<file path="src/rtl/ts_read_arbiter_pkg.sv">
// Shared time-surface constants, arbiter state type and one-hot helper.
package ts_read_arbiter_pkg;

    localparam int unsigned PIPE_DEPTH = 2;
    localparam int unsigned NUM_CELLS  = 256;
    localparam int unsigned VALUE_BITS = 8;
    localparam int unsigned MAX_REQ    = 32;

    typedef enum logic [0:0] {
        StIdle,
        StLock
    } ts_arb_state_t;

    function automatic logic [MAX_REQ-1:0] onehot(input int unsigned idx);
        return MAX_REQ'(1) << idx;
    endfunction

endpackage

</file>
<file path="src/rtl/ts_read_arbiter_if.sv">
// Client request/return bus plus the time-surface read port, as seen by the arbiter.
interface ts_read_arbiter_if #(
    parameter int unsigned NumReq    = 2,
    parameter int unsigned AddrW     = 8,
    parameter int unsigned ValueBits = 8
);
    logic [NumReq-1:0]       req;
    logic [NumReq*AddrW-1:0] req_addr;
    logic [NumReq-1:0]       req_en;
    logic [NumReq-1:0]       gnt;
    logic [NumReq-1:0]       rvalid;
    logic [ValueBits-1:0]    rdata;
    logic [AddrW-1:0]        ts_addr;
    logic                    ts_en;
    logic [ValueBits-1:0]    ts_val;

    // Clients and memory side.
    modport master (
        output req, req_addr, req_en, ts_val,
        input  gnt, rvalid, rdata, ts_addr, ts_en
    );

    // Arbiter side.
    modport slave (
        input  req, req_addr, req_en, ts_val,
        output gnt, rvalid, rdata, ts_addr, ts_en
    );
endinterface

</file>
<file path="src/rtl/ts_read_arbiter_rr_pick.sv">
// Combinational round-robin picker: first requester strictly after last_i, wrapping.
module ts_read_arbiter_rr_pick #(
    parameter int unsigned N = 2,
    localparam int unsigned IdxW = (N > 1) ? $clog2(N) : 1
) (
    input  logic [N-1:0]    req_i,
    input  logic [IdxW-1:0] last_i,
    output logic [IdxW-1:0] pick_o,
    output logic            any_o
);

    logic [IdxW-1:0] cand;

    // Walk from farthest to nearest so the nearest requester wins.
    always_comb begin
        pick_o = '0;
        cand   = '0;
        any_o  = |req_i;
        for (int k = int'(N); k >= 1; k--) begin
            cand = IdxW'((32'(last_i) + 32'(k)) % N);
            if (req_i[cand]) begin
                pick_o = cand;
            end
        end
    end

endmodule

</file>
<file path="src/rtl/ts_read_arbiter.sv">
// Round-robin, burst-locked arbiter for the time-surface read port with tagged data return.
module ts_read_arbiter
    import ts_read_arbiter_pkg::*;
#(
    parameter int unsigned NumReq    = 2,
    parameter int unsigned NumCells  = NUM_CELLS,
    parameter int unsigned ValueBits = VALUE_BITS,
    parameter int unsigned PipeDepth = PIPE_DEPTH,
    localparam int unsigned AddrW = $clog2(NumCells),
    localparam int unsigned TagW  = (NumReq > 1) ? $clog2(NumReq) : 1
) (
    input  logic               clk,
    input  logic               rst,
    ts_read_arbiter_if.slave   bus,
    output logic               busy
);

    ts_arb_state_t     state_q;
    logic [TagW-1:0]   owner_q;
    logic [TagW-1:0]   last_q;
    logic [NumReq-1:0] gnt_q;
    logic [PipeDepth-1:0] v_q;
    logic [TagW-1:0]   tag_q [PipeDepth];

    logic [TagW-1:0]   pick;
    logic              any;

    ts_read_arbiter_rr_pick #(
        .N (NumReq)
    ) u_rr_pick (
        .req_i  (bus.req),
        .last_i (last_q),
        .pick_o (pick),
        .any_o  (any)
    );

    always_ff @(posedge clk) begin
        if (rst) begin
            state_q <= StIdle;
            owner_q <= '0;
            last_q  <= TagW'(NumReq - 1);
            gnt_q   <= '0;
        end else begin
            unique case (state_q)
                StIdle: begin
                    if (any) begin
                        owner_q <= pick;
                        gnt_q   <= NumReq'(onehot(32'(pick)));
                        state_q <= StLock;
                    end
                end
                StLock: begin
                    if (!bus.req[owner_q]) begin
                        gnt_q   <= '0;
                        last_q  <= owner_q;
                        state_q <= StIdle;
                    end
                end
                default: state_q <= StIdle;
            endcase
        end
    end

    // Issue mux is combinational so client timing reaches the memory unchanged.
    always_comb begin
        bus.ts_en   = 1'b0;
        bus.ts_addr = '0;
        if (state_q == StLock && bus.req[owner_q] && bus.req_en[owner_q]) begin
            bus.ts_en   = 1'b1;
            bus.ts_addr = bus.req_addr[32'(owner_q) * AddrW +: AddrW];
        end
    end

    // Tag pipeline mirrors the memory latency; no reset-free stages so returns drop on rst.
    always_ff @(posedge clk) begin
        if (rst) begin
            v_q <= '0;
            for (int i = 0; i < int'(PipeDepth); i++) begin
                tag_q[i] <= '0;
            end
        end else begin
            v_q[0]   <= bus.ts_en;
            tag_q[0] <= owner_q;
            for (int i = 1; i < int'(PipeDepth); i++) begin
                v_q[i]   <= v_q[i-1];
                tag_q[i] <= tag_q[i-1];
            end
        end
    end

    always_comb begin
        bus.rvalid = '0;
        for (int i = 0; i < int'(NumReq); i++) begin
            bus.rvalid[i] = v_q[PipeDepth-1] && (tag_q[PipeDepth-1] == TagW'(i));
        end
    end

    assign bus.rdata = bus.ts_val;
    assign bus.gnt   = gnt_q;
    assign busy      = (state_q == StLock) || (|v_q);

endmodule

</file>
<file path="src/flat_wrapper.sv">
// flat-port wrapper written by rule: the top's interface ports become plain ports
module ts_read_arbiter_flat import ts_read_arbiter_pkg::*;
#(
    parameter int unsigned NumReq    = 2,
    parameter int unsigned NumCells  = NUM_CELLS,
    parameter int unsigned ValueBits = VALUE_BITS,
    parameter int unsigned PipeDepth = PIPE_DEPTH,
    localparam int unsigned AddrW = $clog2(NumCells),
    localparam int unsigned TagW  = (NumReq > 1) ? $clog2(NumReq) : 1
)
  (clk, rst, busy, bus_req, bus_req_addr, bus_req_en, bus_ts_val, bus_gnt, bus_rvalid, bus_rdata, bus_ts_addr, bus_ts_en);
  ts_read_arbiter_if #(.NumReq(NumReq), .AddrW((8)), .ValueBits(ValueBits)) bus_i ();
  input  logic clk;
  input  logic rst;
  output logic busy;
  input wire logic [$bits(bus_i.req)-1:0] bus_req;
  input wire logic [$bits(bus_i.req_addr)-1:0] bus_req_addr;
  input wire logic [$bits(bus_i.req_en)-1:0] bus_req_en;
  input wire logic [$bits(bus_i.ts_val)-1:0] bus_ts_val;
  output wire logic [$bits(bus_i.gnt)-1:0] bus_gnt;
  output wire logic [$bits(bus_i.rvalid)-1:0] bus_rvalid;
  output wire logic [$bits(bus_i.rdata)-1:0] bus_rdata;
  output wire logic [$bits(bus_i.ts_addr)-1:0] bus_ts_addr;
  output wire logic [$bits(bus_i.ts_en)-1:0] bus_ts_en;
  assign bus_i.req = bus_req;
  assign bus_i.req_addr = bus_req_addr;
  assign bus_i.req_en = bus_req_en;
  assign bus_i.ts_val = bus_ts_val;
  assign bus_gnt = bus_i.gnt;
  assign bus_rvalid = bus_i.rvalid;
  assign bus_rdata = bus_i.rdata;
  assign bus_ts_addr = bus_i.ts_addr;
  assign bus_ts_en = bus_i.ts_en;
  ts_read_arbiter #(.NumReq(NumReq), .NumCells(NumCells), .ValueBits(ValueBits), .PipeDepth(PipeDepth)) u_core (.clk(clk), .rst(rst), .bus(bus_i), .busy(busy));
endmodule
</file>
<file path="config.mk">
export PLATFORM = sky130hd
export DESIGN_NAME = ts_read_arbiter_flat
export DESIGN_NICKNAME = d
export VERILOG_FILES = /design/src/rtl/ts_read_arbiter_pkg.sv /design/src/rtl/ts_read_arbiter_if.sv /design/src/rtl/ts_read_arbiter_rr_pick.sv /design/src/rtl/ts_read_arbiter.sv /design/src/flat_wrapper.sv
export SDC_FILE = /design/constraint.sdc
export NUM_CORES = 1
export LEC_CHECK = 0
export BUFFER_PORTS_ARGS = -buffer_cell sky130_fd_sc_hd__buf_2
export CAP_MARGIN = 10
export CORE_MARGIN = 2
export CORE_UTILIZATION = 38
export DETAILED_ROUTE_END_ITERATION = 16
export GPL_ROUTABILITY_DRIVEN = 0
export PLACE_DENSITY = 0.79
export SYNTH_ARGS = -nofsm -noshare
export SYNTH_HDL_FRONTEND = slang
export SYNTH_SLANG_ARGS = --single-unit
</file>
<file path="constraint.sdc">
create_clock -name clk -period 3.5 [get_ports clk]
set_input_delay 1.05 -clock clk [delete_from_list [all_inputs] [get_ports clk]]
set_output_delay 1.05 -clock clk [all_outputs]
set_load 0.03 [all_outputs]
</file>
After elaboration in Yosys (flattened, before gate mapping):

Memory sizes are Yosys's and may differ from the RTL's.
Index checks and enable logic that the tools add are counted.

* bits in registers: 7
* bits in latches: 0
* memory bits (writable): 2
* ROM bits: 0
* input port bits: 30
* output and inout port bits: 22
* logic and storage cells: 53
* memories kept: 1

Memories
* u_core.tag_q: depth 2, width 1, read ports 2, clocked after memory_dff 0, write ports 2, RTL line ts_read_arbiter.sv:23 `logic [TagW-1:0] tag_q [PipeDepth];`

* add/sub/neg operators: 2
* multiply operators: 0
* divide/modulo/power cells: 0
* $lt $le $gt $ge: 3
* equal/unequal tests: 2
* shift-type cells: 2
* mux-type cells: 23
* bitwise gates (word level): 5
* reductions and logical operators: 10

Operators by type and width (number)
* 1-bit two-way mux: 18
* 16-bit by 5-bit variable part select with 8-bit output: 1
* 8-bit two-way mux: 1
* 1-bit by 2-bit less-than comparator with 1-bit output (second input constant): 3
* 2-bit AND reduction: 3
* 1-bit logical AND: 4
* 2-bit two-way mux: 2
* 2-bit one-hot mux with 2 select lines: 1
* 2-bit OR reduction: 2
* 1-bit inverter: 3
* 1-bit adder (second input constant): 2
* 2-bit by 1-bit != test with 1-bit output (second input constant): 1
* 2-bit != test (second input constant): 1
* 1-bit OR: 2
* 1-bit one-hot mux with 2 select lines: 1
* 1-bit by 1-bit left shift with 2-bit output (first input constant): 1
* 1-bit logical OR: 1

Logic depth before layout (Yosys ltp):

* depth in word-level cells: 8
* gate-level depth with buffers: 4
* mapped depth without buffers: 3

Cells and area by module:

From an unflattened synthesis, not the netlist that was laid out.

* cells, all modules: 67
* area, all modules: 588.1 um^2

By module, submodules not included
* ts_read_arbiter: instances 1, cells an instance 65, area an instance 574.3 um^2, seq. area each 180.2 um^2
* ts_read_arbiter_rr_pick: instances 1, cells an instance 2, area an instance 13.8 um^2, seq. area each 0.0 um^2

Worst setup path before layout:

OpenSTA, ideal clock, no wires.

* path type: in2out
* start: in bus_req_en[1]
* end: out bus_ts_addr[0]
* data arrival time: 1774 ps
* data required time: 2450 ps
* setup slack: 676 ps
* cell stages on the path: 3
* cell sequence: and3_1 > o21ai_4 > nor2_1

* word-level cells in the longest chain between the ends: 4

RTL lines
* start, declared: RTL line flat_wrapper.sv:18 `input wire logic [$bits(bus_i.req_en)-1:0] bus_req_en;`
* 1-bit two-way mux (implied by the code) (2 in series): RTL line ts_read_arbiter.sv:68 `if (state_q == StLock && bus.req[owner_q] && bus.req_en[owner_q]) begin`
* 1-bit logical AND: RTL line ts_read_arbiter.sv:68
* 8-bit two-way mux: RTL line ts_read_arbiter.sv:68
* end, declared: RTL line flat_wrapper.sv:23 `output wire logic [$bits(bus_i.ts_addr)-1:0] bus_ts_addr;`

Every way passes these cells. The select of a mux whose other input is x is not followed.

Worst setup path in the final report:

* start: in bus_req[1]
* end: out bus_ts_addr[0]

* word-level cells in the longest chain between the ends: 5

RTL lines
* start, declared: RTL line flat_wrapper.sv:16 `input wire logic [$bits(bus_i.req)-1:0] bus_req;`
* 1-bit two-way mux (implied by the code) (2 in series): RTL line ts_read_arbiter.sv:68
* 1-bit logical AND (2 in series): RTL line ts_read_arbiter.sv:68
* 8-bit two-way mux: RTL line ts_read_arbiter.sv:68

Every way passes these cells. The select of a mux whose other input is x is not followed.

==> reports/summary.json <==
{
  "result_of_the_run": {"value": "finished clean"},
  "vdd.ir_drop.worst": {"value": 0.150, "unit": "mV"},
  "clockRootBuffer": {"value": "sky130_fd_sc_hd__clkbuf_4"},
  "first_pass_grt_wire_length": {"value": 1910, "unit": "um"},
  "cp-end-kind": {"value": "primary output"},
  "synth_area_in_adders": {"value": 0, "unit": "%"},
  "cp_cell_sequence": {"value": "buf_2, and3_1, o21ai_4, nor2_1, buf_2"},
  "fin_cells": {"value": 113},
  "dpl_cell_area": {"value": 692, "unit": "um^2"},
  "crit_fanout": {"value": 10},
  "hold_violations": {"value": 0},
  "global_route.usage.total": {"value": 14.0, "unit": "%"},
  "cpPeakStageDelay": {"value": 290, "unit": "ps"},
  "min_period_over_period": {"value": 84.9, "unit": "%"},
  "power.share.clock": {"value": 30.8, "unit": "%"},
  "clk_transition_reported_paths": {"value": 60, "unit": "ps"},
  "fin_nets": {"value": 129},
  "cts_max_path_buffers": {"value": 2},
  "synth_compound_area_share": {"value": 13.7, "unit": "%"},
  "worstHoldPathType": {"value": "flip-flop to flip-flop"},
  "count_of_final_max_slew_check_failures": {"value": 0},
  "antennaDiodeCount": {"value": 0},
  "ys_top_cells_by_count": {"value": "11 x sky130_fd_sc_hd__nor2_1, 9 x sky130_fd_sc_hd__buf_4, 9 x sky130_fd_sc_hd__dfxtp_1"},
  "postLayoutSetupSlackWorst": {"value": 528, "unit": "ps"},
  "switching_share": {"value": 30.1, "unit": "%"},
  "post_synth_mux_area_share": {"value": 16.1, "unit": "%"},
  "post_drt_wl_per_cell": {"value": 10.4, "unit": "um"},
  "final_core_utilization": {"value": 53.2, "unit": "%"},
  "power.density_cell_area": {"value": 361, "unit": "nW/um^2"},
  "synth_edf_count": {"value": 0},
  "ys_seq_elements": {"value": 9},
  "synth.top_cell.area_share": {"value": 31.8, "unit": "%"},
  "drt-vias-per-instance": {"value": 4.94},
  "largest_family_of_logic_cells_by_synthesized_area": {"value": "simple AND/OR/NAND/NOR gates"},
  "worstMarginPinSlew": {"value": 424, "unit": "ps"},
  "period_needed": {"value": 2970, "unit": "ps"},
  "p_int": {"value": 0.181, "unit": "mW"},
  "final_wl": {"value": 1170, "unit": "um"},
  "criticalPathCategory": {"value": "input pin to primary output"},
  "detail_route.iter0.violations": {"value": 3},
  "setup_viol": {"value": 0},
  "die_width": {"value": 42.6, "unit": "um"},
  "place.port_buffers": {"value": 35},
  "finalInstanceArea": {"value": 718, "unit": "um^2"},
  "regToRegSetupSlack": {"value": 2310, "unit": "ps"},
  "grtUsageMet3": {"value": 3.88, "unit": "%"},
  "detail-route-antenna-nets": {"value": 0},
  "post_cts_resize_count": {"value": 0},
  "tns": {"value": 0, "unit": "ps"},
  "total_leakage_power": {"value": 0.376, "unit": "nW"},
  "post_synth.cell_area_avg": {"value": 8.21, "unit": "um^2"},
  "min-delay-start": {"value": "u_core.tag_q[0][0]$_SDFF_PP0_"},
  "synthFlopType": {"value": "sky130_fd_sc_hd__dfxtp_1"},
  "fillers": {"value": 144},
  "ys_seq_area_share": {"value": 31.8, "unit": "%"},
  "floorplan.die_area": {"value": 1820, "unit": "um^2"},
  "critPathRequiredTime": {"value": 2450, "unit": "ps"},
  "synthTopCellsByArea": {"value": "sky130_fd_sc_hd__dfxtp_1 32%, sky130_fd_sc_hd__mux2i_1 14%, sky130_fd_sc_hd__buf_4 12%"},
  "post_cts.repair.setup_buffers": {"value": 0},
  "simple_logic_cell_fraction_of_the_synthesized_area": {"value": 23.0, "unit": "%"},
  "row_count": {"value": 13},
  "yosysWarnings": {"value": 0},
  "groute.layer.met1.usage": {"value": 15.5, "unit": "%"},
  "grt_start_max_net_pins": {"value": 15},
  "power": {"value": 0.259, "unit": "mW"},
  "critical-path-top-delay-family": {"value": "buffers and inverters"},
  "slew-limit-headroom": {"value": 71.7, "unit": "%"},
  "async_reset_ff_share": {"value": 0, "unit": "%"},
  "post-dp-hpwl": {"value": 915, "unit": "um"},
  "first_pass_iters": {"value": 2},
  "area_of_the_core": {"value": 1350, "unit": "um^2"},
  "synth-xor-area-share": {"value": 0, "unit": "%"},
  "hold-worst-slack": {"value": 432, "unit": "ps"},
  "power_frac_seq": {"value": 44.5, "unit": "%"},
  "grt_pass1_vias": {"value": 478},
  "post-synth-top-area-cell": {"value": "sky130_fd_sc_hd__dfxtp_1"},
  "num_vias": {"value": 558},
  "crit_buf_inv": {"value": 2},
  "post_cts_hold_buffer_count": {"value": 0},
  "clock_latency": {"value": 260, "unit": "ps"},
  "dp_cell_count": {"value": 109},
  "arrival": {"value": 1920, "unit": "ps"},
  "critical_path.startpoint": {"value": "bus_req[1]"},
  "synth_area": {"value": 567, "unit": "um^2"},
  "grt-ovfl-total": {"value": 0},
  "yosysMostFrequentCell": {"value": "sky130_fd_sc_hd__nor2_1"},
  "drive_gt1_share": {"value": 40.8, "unit": "%"},
  "switching_power": {"value": 0.0780, "unit": "mW"},
  "fin_skew": {"value": 1.18, "unit": "ps"},
  "syn_inst": {"value": 69},
  "globalRoute.busiestLayer": {"value": "met2"},
  "timing.rr.start": {"value": "u_core.owner_q$_SDFFE_PP0P_"},
  "mappedNetlistNets": {"value": 99},
  "maxClockFrequency": {"value": 336, "unit": "MHz"},
  "critPathSlowestCell": {"value": "sky130_fd_sc_hd__o21ai_4"},
  "synth.lib_cells_used.distinct": {"value": 23},
  "combinationalPowerShare": {"value": 24.8, "unit": "%"},
  "placement.setup.worst_slack": {"value": 523, "unit": "ps"},
  "tritoncts": {"value": "yes"},
  "area.growth.synth_to_final": {"value": 26.7, "unit": "%"},
  "ios": {"value": 52},
  "worst_path_most_repeated_cell": {"value": "sky130_fd_sc_hd__buf_2"},
  "ctsHtreeMaxLevel": {"value": 1},
  "drcViolationCount": {"value": 0},
  "numCtsBuffers": {"value": 3},
  "grt_antenna_before_repair": {"value": 0},
  "floorplan.initialDensity": {"value": 42.0, "unit": "%"},
  "max_cap_viol_count": {"value": 0},
  "number_of_clock_sinks_seen_by_cts": {"value": 9},
  "die-height": {"value": 42.6, "unit": "um"},
  "grt_setup_unrepaired": {"value": "no"},
  "start_kind": {"value": "input pin"},
  "met2_usage": {"value": 22.4, "unit": "%"}
}
==> cells by family after synthesis <==
family | Yosys count
and+or+nand+nor | 26
muxes | 9
AOI/OAI and AO/OA | 11
DFF | 9
buffers and inverters | 14
==> flip-flops by register name, summed over array words and instances, names as in the netlist <==
| register | cells |
|---|---|
| u_core.last_q | 1 |
| u_core.owner_q | 1 |
| u_core.tag_q | 2 |
| u_core.state_q | 1 |
| u_core.v_q | 2 |
| u_core.bus.gnt | 2 |
==> routing by layer <==
metal,routed length [um],up-vias
li1,-,285
met1,463,232
met2,530,35
met3,138,6
met4,40,0
met5,0,-
==> power by group through the flow <==
stage,logic [mW],registers (mW),clock network (mW)
2_1_floorplan,0.0582,0.119,0
3_3_place_gp,0.0629,0.117,0
3_5_place_dp,0.0648,0.117,0
4_1_cts,0.0650,0.115,0.0834
5_1_grt,0.0709,0.116,0.0871
6_report,0.0642,0.115,0.0798
==> worst register-to-register path: cells and delay by family, from the launching register on <==
family	cells	cell delay, ps
AOI/OAI and AO/OA	1	90
buffers and inverters	1	210
DFF	1	310
muxes	1	380
and+or+nand+nor	1	90
==> area by class of cell <==
| class | instances | area, um^2 | area share [%] |
|---|---|---|---|
| multi-input combinational | 46 | 299 | 41.6 |
| timing repair buffer | 36 | 183 | 25.4 |
| sequential | 9 | 180 | 25.1 |
| clock buffer | 4 | 26.3 | 3.66 |
| tap | 15 | 18.8 | 2.61 |
| inverter | 3 | 11.3 | 1.57 |
==> worst paths after layout <==
check | depth (start not counted) | endpoint
worst max-delay path | 5 | bus_ts_addr[0]
worst min-delay path | 1 | u_core.tag_q[0][1]$_SDFF_PP0_
worst max register to register | 4 | u_core.bus.gnt[0]$_SDFFE_PP0P_
worst min register to register | 1 | u_core.tag_q[0][1]$_SDFF_PP0_
==> placed cells by master (no fill, tap or decap) <==
master and instances:
sky130_fd_sc_hd__dfxtp_1 9, sky130_fd_sc_hd__o21ai_0 2, sky130_fd_sc_hd__mux2i_1 8, sky130_fd_sc_hd__or3_1 1
sky130_fd_sc_hd__and2_1 1, sky130_fd_sc_hd__nor2b_1 6, sky130_fd_sc_hd__nand2b_1 1, sky130_fd_sc_hd__o21bai_1 1
sky130_fd_sc_hd__nand2_1 2, sky130_fd_sc_hd__o21ai_4 1, sky130_fd_sc_hd__clkbuf_1 1, sky130_fd_sc_hd__nor2_1 11
sky130_fd_sc_hd__and3b_1 1, sky130_fd_sc_hd__a211oi_1 1, sky130_fd_sc_hd__nand3_1 2, sky130_fd_sc_hd__buf_4 1
sky130_fd_sc_hd__inv_1 3, sky130_fd_sc_hd__a31oi_1 2, sky130_fd_sc_hd__a211o_1 1, sky130_fd_sc_hd__mux2_1 1
sky130_fd_sc_hd__clkbuf_4 3, sky130_fd_sc_hd__buf_2 35, sky130_fd_sc_hd__and3_1 1, sky130_fd_sc_hd__a21oi_1 3
Note: power is estimated with default switching activity, not from simulation.
